**src/rtl/fetch_ctrl_pkg.sv**
```systemverilog
// Shared types and constants for the fetch controller.
// Holds the FSM state encoding and the buffered-entry record passed to decode.
package fetch_ctrl_pkg;

    typedef logic [63:0] u64;
    typedef logic [31:0] u32;
    typedef logic        u1;

    localparam u64 PC_RESET_DEFAULT = 64'h8000_0000;

    typedef enum logic [1:0] {
        FETCH,
        HOLD,
        DISCARD
    } fetch_state_t;

    typedef struct packed {
        u64 pc;
        u32 instr;
        u1  misalign;
    } fetch_out_t;

endpackage

```
**src/rtl/fetch_perf.sv**
```systemverilog
// Fetch performance counters: accepted instructions, decode-stall cycles, dropped responses.
// Latency: counts land one cycle after the event; never backpressures, all counters wrap.
// Backpressure: none, pure observer of the fetch handshake.
module fetch_perf
    import fetch_ctrl_pkg::*;
(
    input  logic        clk,
    input  logic        reset,
    input  logic        out_valid,
    input  logic        out_ready,
    input  logic        drop,
    output logic [63:0] perf_fetched,
    output logic [63:0] perf_stall_cycles,
    output logic [31:0] perf_discarded
);

    always_ff @(posedge clk or posedge reset) begin
        if (reset) begin
            perf_fetched      <= '0;
            perf_stall_cycles <= '0;
            perf_discarded    <= '0;
        end else begin
            if (out_valid && out_ready)
                perf_fetched <= perf_fetched + 64'd1;
            if (out_valid && !out_ready)
                perf_stall_cycles <= perf_stall_cycles + 64'd1;
            if (drop)
                perf_discarded <= perf_discarded + 32'd1;
        end
    end

endmodule

```
**src/rtl/fetch_ctrl.sv**
```systemverilog
// Fetch PC owner: one ibus request in flight, one-entry output buffer to decode, redirect drain.
// Latency: iresp_ok to out_valid 1 cycle; redirect to new request 1 cycle (or after stale response).
// Backpressure: out_ready low holds the buffer and blocks new requests. FETCH_PERF_EN adds counters.
module fetch_ctrl
    import fetch_ctrl_pkg::*;
#(
    parameter u64 PC_RESET = PC_RESET_DEFAULT,
    parameter int XLEN     = 64
) (
    input  logic            clk,
    input  logic            reset,
    input  logic            redirect_valid,
    input  logic [XLEN-1:0] redirect_pc,
    output logic            ireq_valid,
    output logic [XLEN-1:0] ireq_addr,
    input  logic            iresp_ok,
    input  logic [31:0]     iresp_data,
    output logic            out_valid,
    output logic [XLEN-1:0] out_pc,
    output logic [31:0]     out_instr,
    output logic            out_misalign,
    input  logic            out_ready
`ifdef FETCH_PERF_EN
    ,
    output logic [63:0]     perf_fetched,
    output logic [63:0]     perf_stall_cycles,
    output logic [31:0]     perf_discarded
`endif
);

    fetch_state_t state, state_n;
    u64           pc, pc_n;
    u64           old_addr, old_addr_n;
    fetch_out_t   out_buf, out_buf_n;
    logic         out_valid_n;
    logic         aligned;

    assign aligned = (pc[1:0] == 2'b00);

    // Request is a pure function of state/pc/old_addr so no iresp_ok -> ireq path exists.
    assign ireq_valid = !reset && ((state == FETCH && aligned) || state == DISCARD);
    assign ireq_addr  = (state == DISCARD) ? old_addr : pc;

    assign out_pc       = out_buf.pc;
    assign out_instr    = out_buf.instr;
    assign out_misalign = out_buf.misalign;

    always_ff @(posedge clk or posedge reset) begin
        if (reset) begin
            state     <= FETCH;
            pc        <= PC_RESET;
            old_addr  <= '0;
            out_buf   <= '0;
            out_valid <= 1'b0;
        end else begin
            state     <= state_n;
            pc        <= pc_n;
            old_addr  <= old_addr_n;
            out_buf   <= out_buf_n;
            out_valid <= out_valid_n;
        end
    end

    always_comb begin
        state_n     = state;
        pc_n        = pc;
        old_addr_n  = old_addr;
        out_buf_n   = out_buf;
        out_valid_n = out_valid;
        case (state)
            FETCH: begin
                if (redirect_valid) begin
                    pc_n = redirect_pc;
                    // Request still outstanding: remember it so the stale reply can be drained.
                    if (aligned && !iresp_ok) begin
                        old_addr_n = pc;
                        state_n    = DISCARD;
                    end
                end else if (!aligned) begin
                    out_valid_n = 1'b1;
                    out_buf_n   = '{pc: pc, instr: '0, misalign: 1'b1};
                    state_n     = HOLD;
                end else if (iresp_ok) begin
                    out_valid_n = 1'b1;
                    out_buf_n   = '{pc: pc, instr: iresp_data, misalign: 1'b0};
                    pc_n        = pc + 64'd4;
                    state_n     = HOLD;
                end
            end
            HOLD: begin
                if (redirect_valid) begin
                    out_valid_n = 1'b0;
                    pc_n        = redirect_pc;
                    state_n     = FETCH;
                end else if (out_valid && out_ready) begin
                    out_valid_n = 1'b0;
                    state_n     = FETCH;
                end
            end
            DISCARD: begin
                if (redirect_valid)
                    pc_n = redirect_pc;
                if (iresp_ok)
                    state_n = FETCH;
            end
            default: state_n = FETCH;
        endcase
    end

`ifdef FETCH_PERF_EN
    logic drop;

    assign drop = iresp_ok && ((state == FETCH && redirect_valid && aligned) || state == DISCARD);

    fetch_perf u_perf (
        .clk               (clk),
        .reset             (reset),
        .out_valid         (out_valid),
        .out_ready         (out_ready),
        .drop              (drop),
        .perf_fetched      (perf_fetched),
        .perf_stall_cycles (perf_stall_cycles),
        .perf_discarded    (perf_discarded)
    );
`endif

endmodule

```
**config.mk**
```make
export PLATFORM = sky130hd
export DESIGN_NAME = fetch_ctrl
export DESIGN_NICKNAME = d
export VERILOG_FILES = /design/src/rtl/fetch_ctrl_pkg.sv /design/src/rtl/fetch_perf.sv /design/src/rtl/fetch_ctrl.sv
export SDC_FILE = /design/constraint.sdc
export NUM_CORES = 1
export LEC_CHECK = 0
export ABC_AREA = 1
export CORE_UTILIZATION = 51
export CTS_BUF_LIST = sky130_fd_sc_hd__clkbuf_16
export CTS_CLUSTER_SIZE = 30
export DETAILED_ROUTE_END_ITERATION = 8
export PLACE_DENSITY = 0.81
export SLEW_MARGIN = 40
export SYNTH_ARGS = -nofsm -noshare
export SYNTH_HDL_FRONTEND = slang
export SYNTH_SLANG_ARGS = --single-unit
```
**constraint.sdc**
```tcl
create_clock -name clk -period 9.65 [get_ports clk]
set_clock_uncertainty 0.05 [all_clocks]
set_input_delay 2.4125 -clock clk [delete_from_list [all_inputs] [get_ports clk]]
set_output_delay 2.4125 -clock clk [all_outputs]
set_load 0.02 [all_outputs]
```
# Yosys cells after proc, flatten, opt, wreduce, memory -nomap -nowiden
# Index checks and enable logic that the tools add are counted.
# op_classes
muxes	22
n_bitwise	1
eq_ne	12
addsub	1
n_reduce_logical	17
# op_table
op	n
$mux W64	5
$mux W97	2
$pmux W64 S2	1
$add A64 B3 Y64 const B	1
$mux W2	7
$ne A3 B3 Y1 const B	4
$reduce_and A4 Y1	3
$ne A2 B2 Y1 const B	3
$pmux W2 S3	1
$reduce_and A3 Y1	2
$mux W1	5
$logic_and A1 B1 Y1	4
$logic_not A2 Y1	2
$ne A4 B4 Y1 const B	1
$reduce_bool A2 Y1	2
$ne A3 B2 Y1 const B	1
$eq A2 B1 Y1 const B	1
$eq A2 B2 Y1 const B	1
$logic_not A1 Y1	2
$ne A2 B1 Y1 const B	1
$pmux W1 S2	1
$reduce_or A2 Y1	1
$logic_or A1 B1 Y1	1
$not A1 Y1	1
# totals
ff_bits	228
word_cells	60
output_inout_bits	163
inputBits	101

# Depth between registers and ports, before layout
# Gate-level depths: netlist (run 1).
# logic_depth
ltp_word	5
depth_mapped	12

# Worst setup path before layout (run 1)
# OpenSTA, ideal clock, no wires.
# synth_path
kind	input -> output
startpoint	in reset
endpoint	out ireq_valid
arrival_time_ns	2.752
stages	1
path_slack_ns	4.435
cell_sequence	a21oi_1
# synth_via
elab_chain_cells	2
# synth_lines
element	line	source
from (decl)	fetch_ctrl.sv:11	input logic reset,
$logic_not A1 Y1 (no source line)	n/a	
$logic_and A1 B1 Y1	fetch_ctrl.sv:41	assign ireq_valid = !reset && ((state == FETCH && aligned) || state == DISCARD);
to (decl)	fetch_ctrl.sv:14	output logic ireq_valid,
# Every way passes these cells.

# Final worst setup path (run 1)
# Ends and elaborated chain as after synthesis.

==> key figures, run 1 <==
Placed design
  • Number of port buffers: 263
  • Placer congestion estimate: roughly 0.96
  • Standard cell area after detailed placement: between 10000 and 15000 sq um
  • Detailed placer's ending HPWL: 27900 um

Yosys
  • Count of yosys warnings during synthesis: 0
  • Post-synthesis register bit count: between 200 and 250
  • Post-synth net total: 1743
  • Synthesized area: 11900 sq um
  • Avg Synthesized Cell Area: between 7 and 8 sq um
  • Share of async-settable or async-resettable flops after synthesis: 100%
  • Yosys top cell by area: sky130_fd_sc_hd__dfrtp_1
  • Cell types with the highest counts after synthesis: sky130_fd_sc_hd__nand2_1, sky130_fd_sc_hd__dfrtp_1, sky130_fd_sc_hd__o21ai_0
  • Biggest area contributors in the synthesized netlist: sky130_fd_sc_hd__dfrtp_1, sky130_fd_sc_hd__nand2_1, sky130_fd_sc_hd__o21ai_0, sky130_fd_sc_hd__nor2_1, sky130_fd_sc_hd__inv_1
  • Cell with the most instances after synthesis: sky130_fd_sc_hd__nand2_1
  • Unique cell type count in the Yosys netlist: 32
  • EDFF count, synth: 0
  • Area share of the leading cell type in the synthesized netlist: 47.6%
  • Cells after synthesis: between 1.5k and 2k
  • Top FF cell, synth: sky130_fd_sc_hd__dfrtp_1
  • Sequential cell area fraction in the yosys report: 47.8%

Routing
  • Post-detailed-routing wire length: 37700 um
  • First drt pass iteration count: 6
  • Drt first-iter violations: 1050
  • Routed wire per std cell: approximately 17 um
  • Number of remaining DRC errors: 0
  • Detail Route met2 WL: 17000 um
  • Via count normalized by instance count: 5.37
  • Number of vias in the routed layout: about 12k
  • Met3 Routed Length: 3220 um
  • Highest routing layer actually used: met4
  • Post-route antenna net violation count: 0
  • Met1 layer wirelength in the final routing: 16600 um

Timing
  • Actual transition at the worst max-transition pin: 0.838 ns
  • Final hold vios: 0
  • Final Hold Slack: 0.427 ns
  • Slew Limit Headroom: 44.2%
  • RSZ-0062 raised after global routing: no
  • Peak clock frequency supported by timing: 159 MHz
  • Final number of setup-violating endpoints: 0
  • Final max-slew violation count: 0
  • Accumulated negative setup slack: 0 ns
  • Period utilisation layout: 65.2%
  • Minimum clock period: 6.29 ns

Critical path
  • Classification of the worst setup path: in2out
  • Data arrival time of the critical path: between 3 and 4 ns
  • Startpoint type of the worst setup path: input pin
  • Worst reg-to-reg setup slack: ~6.5 ns
  • Master of the slowest instance on the critical path: sky130_fd_sc_hd__clkdlybuf4s50_1
  • CP Capture Type: primary output
  • WP data required: a little over 7 ns
  • Most Frequent Cell on Critical Path: sky130_fd_sc_hd__clkdlybuf4s50_1
  • Slowest cell delay on critical path: 0.65 ns
  • Cells along the critical path: clkdlybuf4s50_1 > a21oi_1 > clkdlybuf4s50_1
  • Max Fanout on Critical Path: 2

Clocking
  • Num CTS Buffers: 25
  • Number of buffers inserted by post-CTS setup repair: 0
  • Maximum clock path buffer count: 3
  • Clock tree from TritonCTS: done
  • Clk slew on worst S/H paths: 0.06 ns
  • Number of buffers inserted by hold repair at cts: 0
  • Number of resized instances in the post-cts repair step: 0
  • Number of H-tree branching levels: 1
  • Root Driver: sky130_fd_sc_hd__clkbuf_16
  • Clk sinks: 228
  • Clock network latency to the later pin of the worst-skew pair: roughly 0.52 ns

Floorplan
  • Die Wd: 155 um
  • Vert. Die Dim: 155 um
  • Effective utilization at floorplan: 52.4%
  • Die footprint: about 24000 sq um
  • Core footprint: between 20000 and 25000 sq um
  • Count of standard-cell rows: 55
  • I/O pin total: 264

Flow run
  • Max capacitance violation total: 0

Pwr
  • Peak supply drop: between 0.0002 and 0.00025 V
  • P per Cell Area: 380 nW/um^2
  • Total chip power: around 5.9 mW
  • Leakage power figure: 7.23 nW

Finish
  • Final net count: 1964
  • Proportion of layout cells with a drive suffix above 1: 5.33%
  • Antenna cells: 0
  • Total of fill cells in the finished design: 1938
  • P&R area growth vs syn: 29.6%
  • Post-Route Utilization: 68.0%
  • Cell area after layout: roughly 15000 sq um

Worst hold path
  • Path type of the worst min-delay path: reg2reg

GRT
  • Maximum number of pins on one net before global-route repair: 127
  • Via count of the first global-routing pass: 10.9k
  • GRT Total Usage: 31.4%
  • Global-route wire length before repair: 58600 um
  • GRT overflow: 0
  • Antenna violations before repair: 0

Outcome
  • Run status: finished clean
[worst max-delay path, delay by kind of cell]
family,cells,cell delay [ns]
buffers and inverters,2,1.19
AOI/OAI and AO/OA,1,0.23
[area by class of cell]
class	instances	area, sq um	share of cell area (%)
repair buffers	271	2710	17.5
flip-flops and latches	228	5710	36.9
inverters	132	509	3.29
multi-input cells	1200	5350	34.6
clock buffers	25	626	4.04
well taps	313	392	2.53
clock inverters	19	183	1.18
[stage by stage]
| step | cells | worst slack (ns) |
|---|---|---|
| 6_report | 2188 | 3.36 |
| 4_1_cts | 2188 | 3.34 |
| 5_1_grt | 2188 | 3.33 |
| 3_5_place_dp | 2144 | 3.34 |
| 2_1_floorplan | 1637 | 0.941 |
| 3_3_place_gp | 2144 | 3.35 |
[flip-flops by register name (all words and copies together), names as in the netlist]
| signal | flops |
|---|---|
| old_addr | 64 |
| out_instr | 32 |
| out_misalign | 1 |
| out_pc | 64 |
| out_valid | 1 |
| pc | 64 |
| state | 2 |
[layer usage]
layer  global-route usage [%]  up-vias
met3                     5.18       63
met2                     49.5      503
met1                     44.8     5517
met4                     9.05        0
met5                        0        -
li1                         -     5673
[power by group]
group,switching [mW],internal [mW]
combinational,1.96,1.19
clock,0.379,0.573
sequential,0.373,1.41
[cells by family after synthesis]
family | count (synthesis) | share of synthesized area [%]
mux | 2 | 0.189
compound gates | 308 | 13.3
buf+inv | 209 | 7.52
flops | 228 | 47.8
simple gates | 881 | 30.4
xor+xnor | 4 | 0.293
fa+ha+maj | 5 | 0.524
[final timing paths]
| path | cells past startpoint | end | startpoint |
|---|---|---|---|
| min in group asynchronous | 2 | out_pc[1]$_DFFE_PP0P_ | reset |
| hold / removal | 2 | old_addr[1]$_DFFE_PP0P_ | old_addr[1]$_DFFE_PP0P_ |
| setup reg to reg | 8 | out_pc[61]$_DFFE_PP0P_ | pc[0]$_DFFE_PP0P_ |
| max in group asynchronous | 3 | out_pc[15]$_DFFE_PP0P_ | reset |
| hold reg to reg | 2 | old_addr[1]$_DFFE_PP0P_ | old_addr[1]$_DFFE_PP0P_ |
| setup / recovery | 3 | ireq_valid | reset |
[cells in the final DEF (no fill, tap or decap), types with 2 or more instances in the layout]
| cell | n |
|---|---|
| sky130_fd_sc_hd__clkdlybuf4s50_1 | 263 |
| sky130_fd_sc_hd__clkinv_2 | 6 |
| sky130_fd_sc_hd__nor2_1 | 173 |
| sky130_fd_sc_hd__buf_4 | 3 |
| sky130_fd_sc_hd__a31oi_1 | 2 |
| sky130_fd_sc_hd__o22ai_1 | 11 |
| sky130_fd_sc_hd__bufinv_16 | 4 |
| sky130_fd_sc_hd__o21bai_1 | 2 |
| sky130_fd_sc_hd__nor3_1 | 5 |
| sky130_fd_sc_hd__o21ai_1 | 66 |
| sky130_fd_sc_hd__nand4_1 | 10 |
| sky130_fd_sc_hd__inv_1 | 123 |
| sky130_fd_sc_hd__nand2_1 | 563 |
| sky130_fd_sc_hd__clkbuf_16 | 25 |
| sky130_fd_sc_hd__a21oi_1 | 27 |
| sky130_fd_sc_hd__o21ai_0 | 189 |
| sky130_fd_sc_hd__nor2_4 | 9 |
| sky130_fd_sc_hd__nand2_4 | 4 |
| sky130_fd_sc_hd__dfrtp_1 | 227 |
| sky130_fd_sc_hd__ha_1 | 4 |
| sky130_fd_sc_hd__clkinv_1 | 6 |
| sky130_fd_sc_hd__nand2_2 | 15 |
| sky130_fd_sc_hd__a22oi_1 | 9 |
| sky130_fd_sc_hd__inv_2 | 9 |
| sky130_fd_sc_hd__inv_4 | 2 |
| sky130_fd_sc_hd__mux2_2 | 2 |
| sky130_fd_sc_hd__xor2_1 | 4 |
| sky130_fd_sc_hd__nand3_1 | 89 |
| sky130_fd_sc_hd__buf_6 | 5 |
| sky130_fd_sc_hd__nor2_2 | 11 |
No activity file was read; power rests on OpenSTA's default activity.
==> run 2: changes to the inputs <==
clock period = 6 ns   (was 9.65 ns; I/O delays follow)
==> run 2 against run 1 <==
- register-to-register slack worse by 3.6 ns
- non-clock buffer count unchanged
- sequential power up 61%
- global-route usage down 0.053 points
- worst hold slack worse by 0.0058 ns
- critical path depth up 4
- clock power up 73%
- utilization up 0.42 points
- largest power group unchanged
- cell count about the same
- cell area up 0.61%
- sequential share of layout area down 0.23 points
==> key figures, run 2 (synthesized netlist as in run 1, its figures left out) <==
Outcome
  • Run status: finished clean

Critical path
  • Slowest cell delay on critical path: 0.67 ns (+0.02 ns)
  • Buf/Inv on CP: 4 (+2)
  • Startpoint type of the worst setup path: register
  • Data arrival time of the critical path: 2.96 ns (-0.87 ns)
  • Max Fanout on Critical Path: 63 (+61)
  • WP data required: 4.45 ns (-2.74 ns)
  • Crit. Startpoint: state[0]$_DFFE_PP0P_
  • Master of the slowest instance on the critical path: sky130_fd_sc_hd__clkdlybuf4s50_1
  • CP Capture Type: primary output
  • Classification of the worst setup path: reg2out
  • Category of cells accounting for the largest share of critical-path delay: buffers and inverters
  • Cells along the critical path: inv_1 > ha_4 > buf_12 > buf_4 > nand2_1 > o21ai_0 > clkdlybuf4s50_1
  • Reg-to-reg critical path startpoint: pc[0]$_DFFE_PP0P_

Finish
  • Post-Route Utilization: 68.4% (+0.42 points)
  • Final cell count without fillers: 2189 (+0.046%)
  • Cell area after layout: 15600 sq um (+0.61%)
  • Most common cell after layout, fill and taps aside: sky130_fd_sc_hd__nand2_1
  • Most used cells in the layout excluding fill and tap cells: sky130_fd_sc_hd__nand2_1, sky130_fd_sc_hd__clkdlybuf4s50_1, sky130_fd_sc_hd__dfrtp_1
  • Total of fill cells in the finished design: 1968 (+1.5%)
  • Final net count: 1965 (+0.051%)
  • Proportion of layout cells with a drive suffix above 1: 5.44% (+0.10 points)
  • P&R area growth vs syn: 30.4%
  • Antenna cells: 0 (unchanged)

Timing
  • Peak clock frequency supported by timing: roughly 220 MHz
  • Slew Limit Headroom: 45.5% (+1.3 points)
  • Final Hold Slack: 0.421 ns (-0.00581 ns)
  • Period utilisation layout: 75.2%
  • Final critical-path setup slack: 1.49 ns (-1.87 ns)
  • Final max-slew violation count: 0 (unchanged)
  • Minimum clock period: 4.51 ns
  • Final number of setup-violating endpoints: 0 (unchanged)
  • Actual transition at the worst max-transition pin: 0.818 ns (-0.0197 ns)
  • Accumulated negative setup slack: 0 ns (unchanged)
  • Final hold vios: 0 (unchanged)
  • RSZ-0062 raised after global routing: no

GRT
  • GRT Total Usage: 31.4% (-0.053 points)
  • Antenna violations before repair: 0 (unchanged)
  • Global-route wire length before repair: 58700 um (+0.20%)
  • Via count of the first global-routing pass: 11.0k (+1.0%)
  • Maximum number of pins on one net before global-route repair: 134 (+5.5%)
  • GRT overflow: 0 (unchanged)

Floorplan
  • Die Wd: 155 um (unchanged)
  • Count of standard-cell rows: 55 (unchanged)
  • Effective utilization at floorplan: 52.4% (unchanged)
  • I/O pin total: 264 (unchanged)
  • Vert. Die Dim: 155 um (unchanged)
  • Core footprint: 22800 sq um (unchanged)
  • Die footprint: 24000 sq um (unchanged)

Clocking
  • Number of resized instances in the post-cts repair step: 0 (unchanged)
  • Number of H-tree branching levels: 1 (unchanged)
  • Clock tree from TritonCTS: done
  • Clock network latency to the later pin of the worst-skew pair: 0.53 ns (about the same)
  • Number of buffers inserted by post-CTS setup repair: 0 (unchanged)
  • Num CTS Buffers: 26 (+4.0%)
  • Maximum clock path buffer count: 3 (unchanged)
  • Clk slew on worst S/H paths: 0.06 ns (about the same)
  • Clk sinks: 228 (unchanged)
  • Number of buffers inserted by hold repair at cts: 0 (unchanged)
  • Root Driver: sky130_fd_sc_hd__clkbuf_16

Pwr
  • P per Cell Area: 616 nW/um^2 (+62%)
  • P_sw: 4.39 mW (+62%)
  • Total chip power: 9.60 mW (+63%)
  • Leakage power figure: 7.26 nW (+0.53%)
  • Switching power share of the total: 45.7% (-0.44 points)
  • Share of total power in the clock network: 17.2% (+1.0 points)
  • Peak supply drop: 0.000324 V (+56%)
  • Part of the power in combinational logic: 52.9% (-0.7 points)
  • Cell-internal power: 5.21 mW (+64%)
  • Part of the power in registers: 29.9% (-0.4 points)

Routing
  • Number of vias in the routed layout: 11.7k (-0.69%)
  • Drt first-iter violations: 909 (-13%)
  • Routed wire per std cell: 17.1 um (-0.70%)
  • Post-route antenna net violation count: 0 (unchanged)
  • Post-detailed-routing wire length: 37500 um (-0.66%)
  • Via count normalized by instance count: 5.33 (-0.73%)
  • Number of remaining DRC errors: 0 (unchanged)
  • First drt pass iteration count: 6 (unchanged)

Flow run
  • Max capacitance violation total: 0 (unchanged)

Placed design
  • Detailed placer's ending HPWL: 27700 um (-0.85%)
  • Standard cell area after detailed placement: 14700 sq um (+0.14%)
  • Number of port buffers: 263 (unchanged)
  • Placer congestion estimate: 0.929 (-3.1%)
  • Cell count after placement: 2144 (unchanged)
  • Worst slack, placed: 1.60 ns (-1.74 ns)

Worst hold path
  • Startpoint of the tightest hold check path: old_addr[1]$_DFFE_PP0P_
  • Path type of the worst min-delay path: reg2reg
## run 2: metal layers
layer  vias up  track usage [%]  routed length, um  share of wire [%]
met4         0             9.67                990                2.6
met5         -                0                  0                  0
met1      5447             43.5              16100                 43
li1       5668                -                  -                  -
met2       498             49.7              17100                 46
met3        62             6.35               3280                8.8
## run 2: final timing paths
check / endpoint / slack (ns) / depth (start not counted)
worst max register to register: out_pc[21]$_DFFE_PP0P_ / 2.90 / 7
max in group asynchronous: pc[54]$_DFFE_PP0P_ / 3.32 / 3
worst max-delay path: ireq_addr[45] / 1.49 / 7
worst min-delay path: old_addr[1]$_DFFE_PP0P_ / 0.42 / 2
min in group asynchronous: out_valid$_DFFE_PP0P_ / 1.45 / 2
worst min register to register: old_addr[1]$_DFFE_PP0P_ / 0.42 / 2
## run 2: power by group through the flow
stage | sequential (mW) | combinational (mW) | clock (mW)
6_report | 2.87 | 5.08 | 1.65
3_5_place_dp | 2.86 | 5.05 | 0
5_1_grt | 2.95 | 5.56 | 1.74
3_3_place_gp | 2.84 | 4.93 | 0
4_1_cts | 2.85 | 5.08 | 1.67
2_1_floorplan | 3.07 | 2.74 | 0
## run 2: area by class of cell
type                       count  area, sq um  area share, %
clock buffer                  27          676           4.34
clock inverter                18          208           1.33
inverter                     132          507           3.25
multi-input combinational   1200         5350           34.4
sequential                   228         5710           36.6
tap                          313          392           2.51
timing repair buffer         271         2730           17.6
## run 2: worst min-delay path: stages (launching register included)
cell and delay, ns:
sky130_fd_sc_hd__dfrtp_1 0.34, sky130_fd_sc_hd__nand2_1 0.06, sky130_fd_sc_hd__inv_1 0.04
